--- config.mk ---
export PLATFORM = sky130hd
export DESIGN_NAME = fsmc_reg_arbiter
export DESIGN_NICKNAME = d
export VERILOG_FILES = /design/src/rtl/fsmc_reg_arbiter.sv
export SDC_FILE = /design/constraint.sdc
export NUM_CORES = 1
export LEC_CHECK = 0
export CAP_MARGIN = 15
export CORE_ASPECT_RATIO = 1.2
export CORE_MARGIN = 2
export CORE_UTILIZATION = 52
export CTS_CLUSTER_DIAMETER = 40
export DETAILED_ROUTE_END_ITERATION = 16
export GPL_TIMING_DRIVEN = 0
export PLACE_DENSITY = 0.95
export SYNTH_ARGS = -nofsm -noshare
export SYNTH_HDL_FRONTEND = slang
export SYNTH_SLANG_ARGS = --single-unit
--- constraint.sdc ---
create_clock -name clk -period 5.7 [get_ports clk]
set_clock_uncertainty 0.2 [all_clocks]
set_input_delay 0.57 -clock clk [delete_from_list [all_inputs] [get_ports clk]]
set_output_delay 0.57 -clock clk [all_outputs]
set_load 0.005 [all_outputs]
--- src/rtl/fsmc_reg_arbiter.sv ---
// Shared register bank behind the FSMC bus slave: the bus always owns the port
// when it strobes, two internal requesters share the other cycles round-robin.
module fsmc_reg_arbiter #(
  parameter int ADRW = 2,
  parameter int DATW = 8
) (
  input  logic                          clk,
  input  logic                          nrst,
  input  logic [ADRW-1:0]               bus_adr,
  input  logic                          bus_do_read,
  input  logic                          bus_do_write,
  input  logic [DATW-1:0]               bus_w_data,
  output logic [DATW-1:0]               bus_r_data,
  input  logic [1:0]                    req,
  input  logic [1:0]                    we,
  input  logic [2*ADRW-1:0]             int_adr,
  input  logic [2*DATW-1:0]             int_w_data,
  output logic [1:0]                    gnt,
  output logic [DATW-1:0]               int_r_data,
  output logic                          int_r_valid,
  output logic [(2**ADRW-1)*DATW-1:0]   led_regs
);

  localparam int NREG = 2**ADRW;
  localparam logic [ADRW-1:0] STAT_ADR = ADRW'(NREG-1);

  logic [DATW-1:0] regs [NREG-1];
  logic [3:0]      status;
  logic            rr_ptr;
  logic            bus_act;
  logic            int_sel;
  logic            int_we_sel;
  logic [ADRW-1:0] int_adr_sel;
  logic [DATW-1:0] int_wd_sel;
  logic [DATW-1:0] int_img;
  logic [DATW-1:0] rd_data_p1;
  logic            vld_p1;

  assign bus_act     = bus_do_read | bus_do_write;
  assign int_sel     = gnt[1];
  assign int_we_sel  = we[int_sel];
  assign int_adr_sel = int_sel ? int_adr[2*ADRW-1:ADRW] : int_adr[ADRW-1:0];
  assign int_wd_sel  = int_sel ? int_w_data[2*DATW-1:DATW] : int_w_data[DATW-1:0];

  // Bus strobes block internal grants outright; otherwise rr_ptr is preferred.
  always_comb begin
    gnt = '0;
    if (!bus_act) begin
      if (req[rr_ptr])       gnt[rr_ptr]  = 1'b1;
      else if (req[~rr_ptr]) gnt[~rr_ptr] = 1'b1;
    end
  end

  always_comb begin
    bus_r_data = '0;
    if (bus_adr == STAT_ADR) bus_r_data[3:0] = status;
    else                     bus_r_data      = regs[bus_adr];
  end

  always_comb begin
    int_img = '0;
    if (int_adr_sel == STAT_ADR) int_img[3:0] = status;
    else                         int_img      = regs[int_adr_sel];
  end

  for (genvar i = 0; i < NREG-1; i++) begin : g_led
    assign led_regs[i*DATW +: DATW] = regs[i];
  end

  // Stage p0 -> p1: bank update and registered internal read data
  always_ff @(posedge clk or negedge nrst) begin
    if (!nrst) begin
      for (int i = 0; i < NREG-1; i++) regs[i] <= '0;
      status     <= '0;
      rr_ptr     <= 1'b0;
      rd_data_p1 <= '0;
      vld_p1     <= 1'b0;
    end else begin
      vld_p1 <= 1'b0;
      if (bus_do_write) begin
        if (bus_adr != STAT_ADR) regs[bus_adr] <= bus_w_data;
      end else if (bus_do_read) begin
        if (bus_adr == STAT_ADR) status <= '0;
      end else if (|gnt) begin
        rr_ptr <= ~int_sel;
        if (int_we_sel) begin
          if (int_adr_sel == STAT_ADR) begin
            status[{1'b1, int_sel}] <= 1'b1;
          end else begin
            regs[int_adr_sel]       <= int_wd_sel;
            status[{1'b0, int_sel}] <= 1'b1;
          end
        end else begin
          rd_data_p1 <= int_img;
          vld_p1     <= 1'b1;
        end
      end
    end
  end

  assign int_r_data  = rd_data_p1;
  assign int_r_valid = vld_p1;

  // A simultaneous read/write strobe drops the read; the slave should never do it.
  a_strobe_excl: assert property (@(posedge clk) disable iff (!nrst)
    !(bus_do_read && bus_do_write));

endmodule

==> results.tsv <==
metric	value	unit
vias	3251	
DR DRC count	0	
I/O pin cnt	81	
Seq. cell area	951	um2
Clock Tree Buf Depth	2	
crit path to	bus_r_data[6]	
CP delay by family, top	buffers and inverters	
Chip Height	83.2	um
H-Tree Depth	2	
number of slew-limit violations in the final report	0	
Tmin final	3930	ps
GPL Wtd Cong	0.940	
PostCTS Resize Cnt	0	
Die Area	5830	um2
die width	70.0	um
maximum fanout along the worst path	10	
number of global-route vias before repair	3097	
total CTS buffers	5	
CP required	4930	ps
total global routing track utilization	0.351	
fin crit share	0.689	
placed inst area	3580	um2
Port-buffer cells	79	
vias per cell	7.02	
Tightest Pin Transition	870	ps
WL/cell	21.8	um
Worst Path Buf+Inv	4	
WL final	10.1	mm
synthesized instance count	317	
WP data arrival	3160	ps
CTS tree	done	
Reg2Reg Capture Point	led_regs[18]	
Reg2Reg Depth	6	
largest net degree at the start of global routing	39	
Core Rows	28	
Lkg Pwr	1.42	nW
hold slack	184	ps
CTS root buffer	clkbuf_8	
library cells used by synthesis	40	
post-layout util	0.735	
synth warn	0	
sequential-to-total area share from yosys stat	0.350	
slowest cell on the critical path	clkbuf_1	
fmax	255	MHz
FF-to-FF setup slack	3190	ps
pwr/cell area	278	nW/um2
final hold violations	0	
Synth Area per Inst	8.58	um2
Routed Antenna Nets	0	
Reg clk slew, reported paths	70	ps
crit-path cells	clkdlybuf4s50_1 > clkbuf_1 > clkbuf_1 > mux2i_1 > o21ai_0 > clkdlybuf4s50_1	
Startpoint Class	input pin	
type of the tightest min-delay check	input pin to async pin	
Final HPWL DP	7.32	mm
NumNets Final	441	
Max Cap Viol	0	
Initial Util	0.547	
post-cts hold buffer count	0	
area taken by multi-input logic gates	1620	um2
clk sinks	38	
area grow syn2layout	34.5	%
global-route wire length before repair	16.3	mm
Cell Area, Synth	2720	um2
DR iter-0 viols	521	
crit end category	output pin	
number of diodes	0	
setup bufs post-CTS	0	
GRT overflow	0	
RSZ-0062 raised after global routing	no	
worst setup path class	input pin to output pin	
Fin Setup TNS	0	ps
outcome	completed	
biggest cell delay along the critical path	630	ps
initial antenna violation count	0	
Crit Reg-Reg Startpoint	rr_ptr	
Crit path depth	6	
Worst slew margin	0.420	
# setup viols final	0	
Final Cell Area	3660	um2
CP startpoint	bus_adr[0]	
flops & latches, synth	38	
Detailed Routing Iterations Pass 1	5	
syn nets	355	
Layout fillers	397	
Peak VDD IR	0.000179	V
core box area	4970	um2
Clk Latency, worst-skew pair	290	ps
layout cell share with drive strength beyond 1	0.0670	
## per-stage QoR
step	instances	setup WS [ps]	total power [W]
after floorplan	317	3310	0.000570
after global placement	456	1970	0.000819
after detailed placement	456	1880	0.000831
after CTS	463	1860	0.00101
after global routing	463	1630	0.00106
final	463	1770	0.00102
## worst min path at each step
| stage | startpoint | endpoint | slack (ps) | depth (start not counted) |
|---|---|---|---|---|
| finish | nrst | led_regs[21] | 180 | 1 |
| global route | nrst | led_regs[21] | 270 | 1 |
| CTS | nrst | led_regs[21] | 220 | 1 |
| detailed placement | int_r_data[0] | int_r_data[0] | 280 | 2 |
| global placement | int_r_data[1] | int_r_data[1] | 260 | 2 |
| floorplan | nrst | int_r_data[0] | 70 | 0 |
## cell usage in the layout, fill, tap and decap left out, types with 5 or more instances in the layout
master           instances
nand3_1                 24
dfrtp_1                 38
clkbuf_8                 5
inv_1                    8
nand2b_1                 5
o22a_1                   8
and3_1                  11
nand2_1                 23
clkdlybuf4s50_1         78
nor3_1                  45
clkbuf_1                19
a21oi_1                  9
a2111oi_0                8
o21a_1                   8
o32a_1                  17
mux2i_1                  9
o31ai_1                 11
o21ai_0                  6
nor2_1                  13
buf_2                    6
nor2b_1                 13
## metal layers
layer  track usage  routed length [um]  share of wire
met2         0.555                4710           0.47
met5             0                   0              0
met3        0.0631                1120           0.11
met1         0.457                3790           0.38
met4         0.180                 459          0.046
## flip-flops by register name, indices dropped and copies added, names as in the netlist
name and count:
int_r_data 8, int_r_valid 1, led_regs 24, rr_ptr 1, status 4
## kinds of logic after synthesis
group	after synthesis	synth area share
compound gates	81	0.238
mux	15	0.0745
buf+inv	35	0.0534
flops	38	0.350
simple gates	148	0.284
## report_power, final
part	internal (W)	switching [W]	total [W]
Clock	0.0000843	0.0000941	0.000178
Combinational	0.000249	0.000165	0.000414
Sequential	0.000339	0.0000843	0.000423
## synthesized netlist by cell type, drive strengths merged
cell type / instances / area, um2
nor3: 46 / 235
dfrtp: 38 / 951
nand2: 24 / 97.6
nand3: 24 / 120
clkbuf: 17 / 63.8
o32a: 17 / 170
nor2: 13 / 48.8
nor2b: 13 / 81.3
o31ai: 12 / 95.1
a21oi: 11 / 62.6
and3: 11 / 68.8
buf: 10 / 51.3
mux2i: 9 / 90.1
a2111oi: 8 / 70.1
inv: 8 / 30.0
o21a: 8 / 60.1
o22a: 8 / 70.1
o21ai: 7 / 35.0
nand2b: 5 / 31.3
mux4: 4 / 90.1
o221ai: 4 / 35.0
or3: 4 / 25.0
nand4: 3 / 18.8
mux2: 2 / 22.5
o21bai: 2 / 15.0
or2: 2 / 12.5
a211o: 1 / 8.76
a211oi: 1 / 7.51
a22o: 1 / 8.76
a32o: 1 / 10.0
and2: 1 / 6.26
nor3b: 1 / 18.8
or3b: 1 / 8.76
## final cells by class
class                      count  share of cell area
clock buffer                   7              0.0209
tap                           60              0.0205
inverter                       8             0.00821
timing repair buffer          79               0.215
sequential                    38               0.260
multi-input combinational    244               0.444
buffer                        27              0.0315
Note: power is estimated with default switching activity, not from simulation.
